**src/rtl/tv80_arb_pkg.sv**
```systemverilog
// Shared types and sizing helpers for the TV80 test-memory arbiter.
package tv80_arb_pkg;

  typedef enum logic [1:0] {
    IDLE,
    REQ,
    GRANT,
    RELEASE
  } arb_state_e;

  localparam int unsigned DEF_AW        = 16;
  localparam int unsigned DEF_DW        = 8;
  localparam int unsigned DEF_MAX_BURST = 16;
  localparam int unsigned DEF_GAP       = 4;
  localparam int unsigned DEF_ACK_TMO   = 64;

  // Bits needed to hold values 0..n-1 (never less than one bit).
  function automatic int unsigned cnt_w(input int unsigned n);
    return (n < 2) ? 1 : $clog2(n);
  endfunction

endpackage

```
**src/rtl/tv80_mem_arbiter.sv**
```systemverilog
// Shares the single-port test memory between the TV80 core and a DMA requester,
// taking the bus through BUSRQ_n/BUSAK_n with a burst limit and a CPU dwell gap.
module tv80_mem_arbiter
  import tv80_arb_pkg::*;
#(
  parameter int unsigned AW        = DEF_AW,
  parameter int unsigned DW        = DEF_DW,
  parameter int unsigned MAX_BURST = DEF_MAX_BURST,
  parameter int unsigned GAP       = DEF_GAP,
  parameter int unsigned ACK_TMO   = DEF_ACK_TMO
) (
  input  logic          i_clk,
  input  logic          i_reset,
  input  logic          i_cpu_mreq_n,
  input  logic          i_cpu_rd_n,
  input  logic          i_cpu_wr_n,
  input  logic          i_cpu_rfsh_n,
  input  logic [AW-1:0] i_cpu_addr,
  input  logic [DW-1:0] i_cpu_dout,
  output logic [DW-1:0] o_cpu_din,
  output logic          o_cpu_busrq_n,
  input  logic          i_cpu_busak_n,
  input  logic          i_dma_req,
  output logic          o_dma_gnt,
  input  logic          i_dma_valid,
  input  logic          i_dma_we,
  input  logic          i_dma_last,
  input  logic [AW-1:0] i_dma_addr,
  input  logic [DW-1:0] i_dma_wdata,
  output logic [DW-1:0] o_dma_rdata,
  output logic          o_dma_rvalid,
  output logic [AW-1:0] o_mem_addr,
  output logic [DW-1:0] o_mem_wdata,
  output logic          o_mem_we,
  output logic          o_mem_re,
  input  logic [DW-1:0] i_mem_rdata,
  output logic          o_err
);

  localparam int unsigned BW = cnt_w(MAX_BURST);
  localparam int unsigned GW = cnt_w(GAP + 1);
  localparam int unsigned TW = cnt_w(ACK_TMO);

  localparam logic [BW-1:0] BEAT_LAST = BW'(MAX_BURST - 1);
  localparam logic [GW-1:0] GAP_LOAD  = GW'(GAP);
  localparam logic [TW-1:0] TMO_LAST  = TW'(ACK_TMO - 1);

  arb_state_e    r_state;
  arb_state_e    w_next;
  logic [BW-1:0] r_beat_cnt;
  logic [GW-1:0] r_gap_cnt;
  logic [TW-1:0] r_tmo_cnt;
  logic          r_busrq_n;
  logic          r_gnt;
  logic          r_rvalid;
  logic          r_err;
  logic          w_beat;
  logic          w_set_err;
  logic          w_enter_req;

  assign w_beat      = r_gnt & i_dma_valid;
  assign w_enter_req = (r_state != REQ) && (w_next == REQ);

  // State register.
  always_ff @(posedge i_clk or posedge i_reset) begin
    if (i_reset) r_state <= IDLE;
    else         r_state <= w_next;
  end

  // Next-state logic.
  always_comb begin
    w_next    = r_state;
    w_set_err = 1'b0;
    case (r_state)
      IDLE: begin
        if (i_dma_req && (r_gap_cnt == '0)) w_next = REQ;
      end
      REQ: begin
        if (!i_cpu_busak_n) begin
          w_next = GRANT;
        end else if (!i_dma_req) begin
          w_next = RELEASE;
        end else if (r_tmo_cnt == TMO_LAST) begin
          w_next    = RELEASE;
          w_set_err = 1'b1;
        end
      end
      GRANT: begin
        // Last beat and burst limit together still give a single release.
        if ((w_beat && (i_dma_last || (r_beat_cnt == BEAT_LAST))) || !i_dma_req)
          w_next = RELEASE;
      end
      RELEASE: begin
        if (i_cpu_busak_n) w_next = IDLE;
      end
      default: w_next = IDLE;
    endcase
  end

  // Handshake outputs follow the next state so they change on the transition edge.
  always_ff @(posedge i_clk or posedge i_reset) begin
    if (i_reset) begin
      r_busrq_n <= 1'b1;
      r_gnt     <= 1'b0;
      r_rvalid  <= 1'b0;
      r_err     <= 1'b0;
    end else begin
      r_busrq_n <= !((w_next == REQ) || (w_next == GRANT));
      r_gnt     <= (w_next == GRANT);
      r_rvalid  <= w_beat & ~i_dma_we;
      r_err     <= r_err | w_set_err;
    end
  end

  // Beat, ack-timeout and CPU dwell counters.
  always_ff @(posedge i_clk or posedge i_reset) begin
    if (i_reset) begin
      r_beat_cnt <= '0;
      r_gap_cnt  <= '0;
      r_tmo_cnt  <= '0;
    end else begin
      if (w_enter_req)  r_beat_cnt <= '0;
      else if (w_beat)  r_beat_cnt <= r_beat_cnt + BW'(1);

      if (w_enter_req)           r_tmo_cnt <= '0;
      else if (r_state == REQ)   r_tmo_cnt <= r_tmo_cnt + TW'(1);

      if ((r_state == RELEASE) && (w_next == IDLE))
        r_gap_cnt <= GAP_LOAD;
      else if ((r_state == IDLE) && (r_gap_cnt != '0))
        r_gap_cnt <= r_gap_cnt - GW'(1);
    end
  end

  // Memory port mux; CPU strobes are dropped while the DMA holds the grant.
  always_comb begin
    if (r_gnt) begin
      o_mem_addr  = i_dma_addr;
      o_mem_wdata = i_dma_wdata;
      o_mem_we    = i_dma_valid & i_dma_we;
      o_mem_re    = i_dma_valid & ~i_dma_we;
    end else begin
      o_mem_addr  = i_cpu_addr;
      o_mem_wdata = i_cpu_dout;
      o_mem_we    = ~i_cpu_mreq_n & ~i_cpu_wr_n & i_cpu_rfsh_n;
      o_mem_re    = ~i_cpu_mreq_n & ~i_cpu_rd_n;
    end
  end

  assign o_cpu_din     = i_mem_rdata;
  assign o_dma_rdata   = i_mem_rdata;
  assign o_cpu_busrq_n = r_busrq_n;
  assign o_dma_gnt     = r_gnt;
  assign o_dma_rvalid  = r_rvalid;
  assign o_err         = r_err;

endmodule

```
**config.mk**
```make
export PLATFORM = sky130hd
export DESIGN_NAME = tv80_mem_arbiter
export DESIGN_NICKNAME = d
export VERILOG_FILES = /design/src/rtl/tv80_arb_pkg.sv /design/src/rtl/tv80_mem_arbiter.sv
export SDC_FILE = /design/constraint.sdc
export NUM_CORES = 1
export LEC_CHECK = 0
export BUFFER_PORTS_ARGS = -buffer_cell sky130_fd_sc_hd__buf_4
export CAP_MARGIN = 20
export CORE_AREA = 2 2 74 76
export CTS_CLUSTER_SIZE = 16
export DETAILED_ROUTE_END_ITERATION = 10
export DIE_AREA = 0 0 76 78
export SYNTH_ARGS = -nofsm -noshare
export SYNTH_HDL_FRONTEND = slang
export SYNTH_SLANG_ARGS = --single-unit
```
**constraint.sdc**
```tcl
create_clock -name i_clk -period 2.5 [get_ports i_clk]
set_input_delay 0.125 -clock i_clk [delete_from_list [all_inputs] [get_ports i_clk]]
set_output_delay 0.125 -clock i_clk [all_outputs]
set_load 0.01 [all_outputs]
```
# Yosys cells after proc, flatten, opt, wreduce, memory -nomap -nowiden
# Index checks and enable logic that the tools add are counted.
# W data, S select, Z words.
[word_totals] register_bits=19 in_bits=67 wordCells=69
[op_classes] add_sub_neg=3 n_eq_ne=8 n_mux=21 bitwise_logic=12 n_reduce_logical=17
[op_table] operator="$mux W16" n=1
[op_table] operator="$mux W2" n=6
[op_table] operator="$mux W6" n=2
[op_table] operator="$mux W4" n=2
[op_table] operator="$mux W8" n=1
[op_table] operator="$pmux W2 S4" n=1
[op_table] operator="$and A1 B1 Y1" n=7
[op_table] operator="$add A6 B1 Y6 const B" n=1
[op_table] operator="$eq A2 B2 Y1 const B" n=3
[op_table] operator="$eq A6 B6 Y1 const B" n=1
[op_table] operator="$mux W1" n=6
[op_table] operator="$mux W3" n=2
[op_table] operator="$reduce_bool A2 Y1" n=3
[op_table] operator="$logic_and A1 B1 Y1" n=5
[op_table] operator="$add A4 B1 Y4 const B" n=1
[op_table] operator="$eq A2 B1 Y1 const B" n=2
[op_table] operator="$eq A4 B4 Y1 const B" n=1
[op_table] operator="$logic_not A2 Y1" n=2
[op_table] operator="$not A1 Y1" n=4
[op_table] operator="$logic_not A3 Y1" n=1
[op_table] operator="$logic_or A1 B1 Y1" n=3
[op_table] operator="$reduce_bool A3 Y1" n=1
[op_table] operator="$sub A3 B1 Y3 const B" n=1
[op_table] operator="$logic_not A1 Y1" n=2
[op_table] operator="2 further kinds" n=2

# Logic depth before layout (Yosys ltp)
# Gate-level depths: netlist (run 1).
[depth] word_depth=9 depth_mapped=8 depth_no_buf=8

# Least setup slack after synthesis (run 1)
# Ideal clock, no wire load.
[synth_path] path_type="flip-flop to flip-flop" from="register r_tmo_cnt[0]" to="register r_tmo_cnt[4]" arrival_ns=1.916 t_required_ns=2.382 setup_slack_ns=0.466 path_stages_with_launch=9 path_buffers=0 synth_period_minus_slack_ns=2.034 path_cell_list="dfrtp_1 ha_1 nand3_1 o21ai_0 a221oi_1 ha_1 inv_1 mux2_4 a21o_1"
[synth_via] elab_chain_cells=8
[synth_rtl] item="start, declared" line_no="tv80_mem_arbiter.sv:52" rtl="logic [TW-1:0] r_tmo_cnt;"
[synth_rtl] item="start signal, assigned" line_no="tv80_mem_arbiter.sv:126" rtl="else if (r_state == REQ) r_tmo_cnt <= r_tmo_cnt + TW'(1);"
[synth_rtl] item="$eq A6 B6 Y1" line_no="tv80_mem_arbiter.sv:83" rtl="end else if (r_tmo_cnt == TMO_LAST) begin"
[synth_rtl] item="$mux W2" line_no="tv80_mem_arbiter.sv:83"
[synth_rtl] item="$mux W2" line_no="tv80_mem_arbiter.sv:81" rtl="end else if (!i_dma_req) begin"
[synth_rtl] item="$mux W2" line_no="tv80_mem_arbiter.sv:79" rtl="if (!i_cpu_busak_n) begin"
[synth_rtl] item="$pmux W2 S4" line_no="tv80_mem_arbiter.sv:74" rtl="case (r_state)"
[synth_rtl] item="$eq A2 B1 Y1" line_no="tv80_mem_arbiter.sv:62" rtl="assign w_enter_req = (r_state != REQ) && (w_next == REQ);"
[synth_rtl] item="$logic_and A1 B1 Y1" line_no="tv80_mem_arbiter.sv:62"
[synth_rtl] item="$mux W6 / $reduce_bool A2 Y1 (equally long branches)"
# Parallel ways exist; a longest one is shown, timed or not. The select of a mux whose other input is x is not followed.
# A chain may end at the register's enable or synchronous reset.

# Final worst setup path (run 1)
# Same ends and word-level chain as after synthesis.

==> impl_metrics.ini, run 1 <==
[synthesis]
synth_edf_count = 0
synth_cells = 148
synth_top_area_share_pct = 30.25
synth_area_sq_mm = 0.001489
yosysWarnings = 0
ys.flop_type = dfrtp_1
synth-seq-cells = 19
synth_cell_types = 39
yosysSeqAreaShare_pct = 32.02
syn_avg_cell_area_sq_um = 10.06
yosys-top-cells-area = dfrtp_1, mux2_2, buf_4
synth_fp_nets = 222
synth_top_area_cell = dfrtp_1
synthArstFlopShare_pct = 100.0

[power_and_ir_drop]
ir_worst_vdd_uv = 460.7
leakagePower_nw = 1.062
power_density_mw_per_mm2 = 886.6

[clock_network]
postCtsSetupRepairBufs = 0
cts_resized = 0
cts_buffer_depth = 2
cts_root_buffer = clkbuf_8
clock-sinks = 19
clock_latency_ns = 0.26
clkTransAtPathRegs_ns = 0.07
htreeDepth = 1
cts_tree = yes
cts_buffers = 3
postCtsHoldBufs = 0

[die]
die_w_um = 76
die-area_sq_mm = 0.005928
io_pins = 113
rows = 26
coreArea_sq_mm = 0.005042
die_h_um = 78
start_util_pct = 29.53

[worst_setup_path]
crit_fanout = 4
critPathRequiredTime_ns = 2.66
cp.arrival_ns = 2.38
startpoint_type = flip-flop
critPathCaptureType = flip-flop
critical_path_class = flip-flop to flip-flop

[routing]
drc = 0
post_drt_via_cell_ratio = 4.661
routed_wirelength_um = 3550
drtAntennaViolNets = 0
via_count = 1347
first_pass_iters = 4
wire_per_inst_um = 12.28
drt_iter0_markers = 17

[placement]
dp_cells = 285
dp_slack_ns = 0.2899
gp_congestion = 0.8125
placed_area_sq_mm = 0.002073
dp_hpwl_um = 2810
io_buffers = 88

[timing]
fin_ws_ns = 0.2763
finalCritPeriodShare_pct = 88.95
max_freq_mhz = 449.7
period_needed_ns = 2.224
tightestPinTransition_ns = 0.6894
finalSetupViolations = 0
rsz0062_at_grt = no
fin_tns_setup_ns = 0
slew_violations = 0
relSlewSlack_pct = 53.99
hold_ws_ns = -0.03284
fin_worst_skew_ns = 0.005113
hold_viol_final = 18

[flow_run]
timing.max_cap.violations = 0

[global_route]
grt_pass1_vias = 1304
grt_max_degree = 32
global_route.usage.total_pct = 11.99
antenna_found_initial = 0
grt_pass1_wl_um = 5865
grt-ovfl-total = 0

[cells_and_area]
insertedDiodeCount = 0
fillers = 502
final_common_cell = buf_4
area_growth_pct = 42.35
most-common-layout-cells = buf_4, mux2_2, dfrtp_1, nand3_1, nand2_1
final_cells = 289
final_nets = 294
final_cell_area_sq_mm = 0.002120
drive_above_1_share_pct = 55.71

[status]
violations = negative hold slack
status = finished with violations

[min_path]
hold_path.class = input port to async pin
==> worst paths after layout <==
| path | from | endpoint | slack (ns) | cells past startpoint |
|---|---|---|---|---|
| worst min register to register | o_err | o_err | 0.47 | 1 |
| worst min-delay path | i_reset | o_dma_rvalid | -0.03 | 2 |
| min in group i_clk | i_dma_we | o_dma_rvalid | 0.03 | 2 |
| worst max-delay path | r_tmo_cnt[0] | r_tmo_cnt[4] | 0.28 | 8 |
| worst max register to register | r_tmo_cnt[0] | r_tmo_cnt[4] | 0.28 | 8 |
| max in group asynchronous | i_reset | r_gap_cnt[2] | 2.09 | 2 |
==> stage by stage <==
stage / power [mW] / hold WS, ns / utilization, %
2_1_floorplan: 1.347 / 0.07539 / -
5_1_grt: 2.049 / 0.02431 / 42.03
6_report: 1.879 / -0.03284 / 42.03
3_3_place_gp: 1.664 / 0.2501 / 41.12
3_5_place_dp: 1.678 / 0.2501 / 41.12
4_1_cts: 1.903 / 0.003041 / 42.03
==> sequential cells by signal, summed over array words and instances, names as in the netlist <==
register / cells
r_tmo_cnt: 6
o_err: 1
r_beat_cnt: 4
o_dma_rvalid: 1
o_dma_gnt: 1
r_gap_cnt: 3
o_cpu_busrq_n: 1
r_state: 2
==> cells in the mapped netlist (2+ instances only) <==
library cell,number
nor3_1,2
inv_1,7
nor2b_1,3
mux2_4,2
mux2_2,24
a21o_1,2
nor2_1,7
buf_2,2
ha_1,7
buf_4,17
buf_6,3
nand2b_1,2
mux2i_1,4
xor2_1,3
nand2_1,8
nand3_1,10
a21oi_1,3
or3_1,2
o21ai_0,3
dfrtp_1,18
==> kinds of logic after synthesis <==
| group | synth area share, % |
|---|---|
| compound gates | 11.18 |
| xor+xnor | 1.765 |
| fa+ha+maj | 5.882 |
| buf+inv | 13.28 |
| flops | 32.02 |
| mux | 22.86 |
| simple gates | 13.03 |
==> final cells by class <==
class / count / area, sq um / area share [%]
multi-input combinational: 100 / 814.5 / 38.43
timing repair buffer: 89 / 668.1 / 31.52
sequential: 19 / 476.7 / 22.49
tap: 70 / 87.58 / 4.132
clock buffer: 3 / 41.29 / 1.948
inverter: 7 / 26.28 / 1.240
clock inverter: 1 / 5.005 / 0.2361
==> report_power, final <==
group          internal (mW)  leakage (nW)  switching [mW]  total, mW
clock network          0.111        0.0255           0.104      0.216
logic                  0.608         0.792           0.508       1.12
registers              0.427         0.244           0.121      0.548
total                   1.15          1.06           0.733       1.88
==> worst max-delay path, stage by stage, from the launching register on <==
cell      delay [ns]
dfrtp_1         0.42
ha_1            0.24
nand3_1         0.15
o21ai_0         0.14
a221oi_1        0.37
ha_1            0.27
inv_1           0.09
mux2_4          0.27
a21o_1          0.18
==> metal layers <==
layer	wire length [um]	vias up	track usage (%)
li1	-	656	-
met1	1511	616	13.81
met2	1583	70	20.36
met3	405	5	4.302
met4	49	0	4.727
met5	0	-	0
Note: power is estimated with default switching activity, not from simulation.
==> inputs of run 2 (changes only) <==
Settings changed: BUFFER_PORTS_ARGS -buffer_cell sky130_fd_sc_hd__buf_4 to default, DONT_BUFFER_PORTS from default to 1.
==> impl_metrics.ini, run 2 (synthesis gave the netlist of run 1 again) <==
[status]
status = finished clean

[cells_and_area]
drive_above_1_share_pct = 25.56
final_cell_area_sq_mm = 0.001479
most-common-layout-cells = mux2_2, dfrtp_1, nand3_1, nand2_1
insertedDiodeCount = 0
largestRegisters = r_tmo_cnt (6), r_beat_cnt (4), r_gap_cnt (3)
largest-register = r_tmo_cnt
final_nets = 208
final_common_cell = mux2_2
area_growth_pct = -0.6722
largest_reg_flops = 6

[worst_setup_path]
cp.arrival_ns = 2.35
critical_path_class = flip-flop to flip-flop
crit_fanout = 4
critPathCaptureType = flip-flop
r2r-start = r_tmo_cnt[0]
cp-startpoint = r_tmo_cnt[0]
critPathRequiredTime_ns = 2.65
startpoint_type = flip-flop

[clock_network]
clock_latency_ns = 0.25
postCtsSetupRepairBufs = 0
cts_tree = yes
htreeDepth = 1
clkTransAtPathRegs_ns = 0.07
postCtsHoldBufs = 2
cts_root_buffer = clkbuf_8
cts_resized = 0
clock-sinks = 19
cts_buffer_depth = 2
cts_buffers = 3

[routing]
via_count = 990
drc = 0
drtAntennaViolNets = 0
post_drt_via_cell_ratio = 4.877
first_pass_iters = 4
routed_wirelength_um = 2871
wire_per_inst_um = 14.14
drt_iter0_markers = 25

[timing]
finalCritPeriodShare_pct = 88.13
rsz0062_at_grt = no
hold_ws_ns = 0.01376
slew_violations = 0
relSlewSlack_pct = 51.04
tightestPinTransition_ns = 0.7336
period_needed_ns = 2.203
hold_viol_final = 0
fin_ws_ns = 0.2968
finalSetupViolations = 0
fin_tns_setup_ns = 0
fin_worst_skew_ns = 0.003153
max_freq_mhz = 453.9

[flow_run]
timing.max_cap.violations = 0

[die]
io_pins = 113
die_w_um = 76
die-area_sq_mm = 0.005928
rows = 26
start_util_pct = 29.53
die_h_um = 78
coreArea_sq_mm = 0.005042

[global_route]
global_route.usage.total_pct = 9.039
grt_max_degree = 32
grt_pass1_vias = 1006
grt-ovfl-total = 0
antenna_found_initial = 0
grt_pass1_wl_um = 4436

[power_and_ir_drop]
power_density_mw_per_mm2 = 1089
clkPwrFrac_pct = 13.2
swShare_pct = 41.74
total_switching_power_mw = 0.6722
seqPwrFrac_pct = 34.4
combPwrFrac_pct = 52.4
leakagePower_nw = 0.6451
ir_worst_vdd_uv = 426.1
p_int_mw = 0.9383

[placement]
placed_area_sq_mm = 0.001413
gp_congestion = 0.7939
dp_hpwl_um = 2268
dp_slack_ns = 0.2915
io_buffers = 0

[min_path]
hold_path.class = input port to flip-flop
min_from = i_dma_valid
-- run 2: changes by cell type in the layout (fill, tap and decap cells not counted) --
cell           delta
buf_4            -88
dlygate4sd3_1     +2
-- run 2: layout make-up --
cell class              instances  area (sq um)
flip-flops and latches         19         476.7
inverters                       7         26.28
multi-input cells             100         814.5
clock buffers                   3         41.29
clock inverters                 1         5.005
well taps                      70         87.58
repair buffers                  3         27.53
fillers                       521          3563
-- run 2: metrics by stage --
step	total power [mW]	utilization, %	instances
4_1_cts	1.629	29.33	203
6_report	1.611	29.33	203
2_1_floorplan	1.347	-	148
5_1_grt	1.753	29.33	203
3_5_place_dp	1.407	28.01	197
3_3_place_gp	1.398	28.01	197
-- run 2: final timing paths --
kind | slack (ns) | cells after the start | to
worst max register to register | 0.30 | 8 | r_tmo_cnt[4]
worst min-delay path | 0.01 | 2 | r_beat_cnt[1]
min in group asynchronous | 0.43 | 2 | o_dma_rvalid
worst max-delay path | 0.30 | 8 | r_tmo_cnt[4]
worst min register to register | 0.48 | 1 | r_gap_cnt[0]
max in group asynchronous | 1.61 | 2 | o_dma_gnt
-- run 2: power by group through the flow --
| stage | clock, mW | combinational [mW] | sequential, mW |
|---|---|---|---|
| final | 0.213 | 0.844 | 0.554 |
| after global routing | 0.228 | 0.949 | 0.576 |
| after CTS | 0.221 | 0.853 | 0.554 |
| after detailed placement | 0 | 0.848 | 0.559 |
| after global placement | 0 | 0.837 | 0.561 |
| after floorplan | 0 | 0.832 | 0.514 |
-- run 2: routing by layer --
| metal | share of wire, % | vias to the layer above | wire (um) | track usage [%] |
|---|---|---|---|---|
| met3 | 10 | 2 | 301 | 3.256 |
| met5 | 0 | - | 0 | 0 |
| met4 | 0.35 | 0 | 10 | 3.091 |
| met2 | 45 | 59 | 1292 | 14.91 |
| met1 | 44 | 445 | 1267 | 10.96 |
| li1 | - | 484 | - | - |
-- run 2: critical path, cell delays in order, from the launching register on --
cell and delay, ns:
dfrtp_1 0.42, ha_1 0.24, nand3_1 0.14, o21ai_0 0.14
a221oi_1 0.36, ha_1 0.26, inv_1 0.09, mux2_4 0.27
a21o_1 0.17
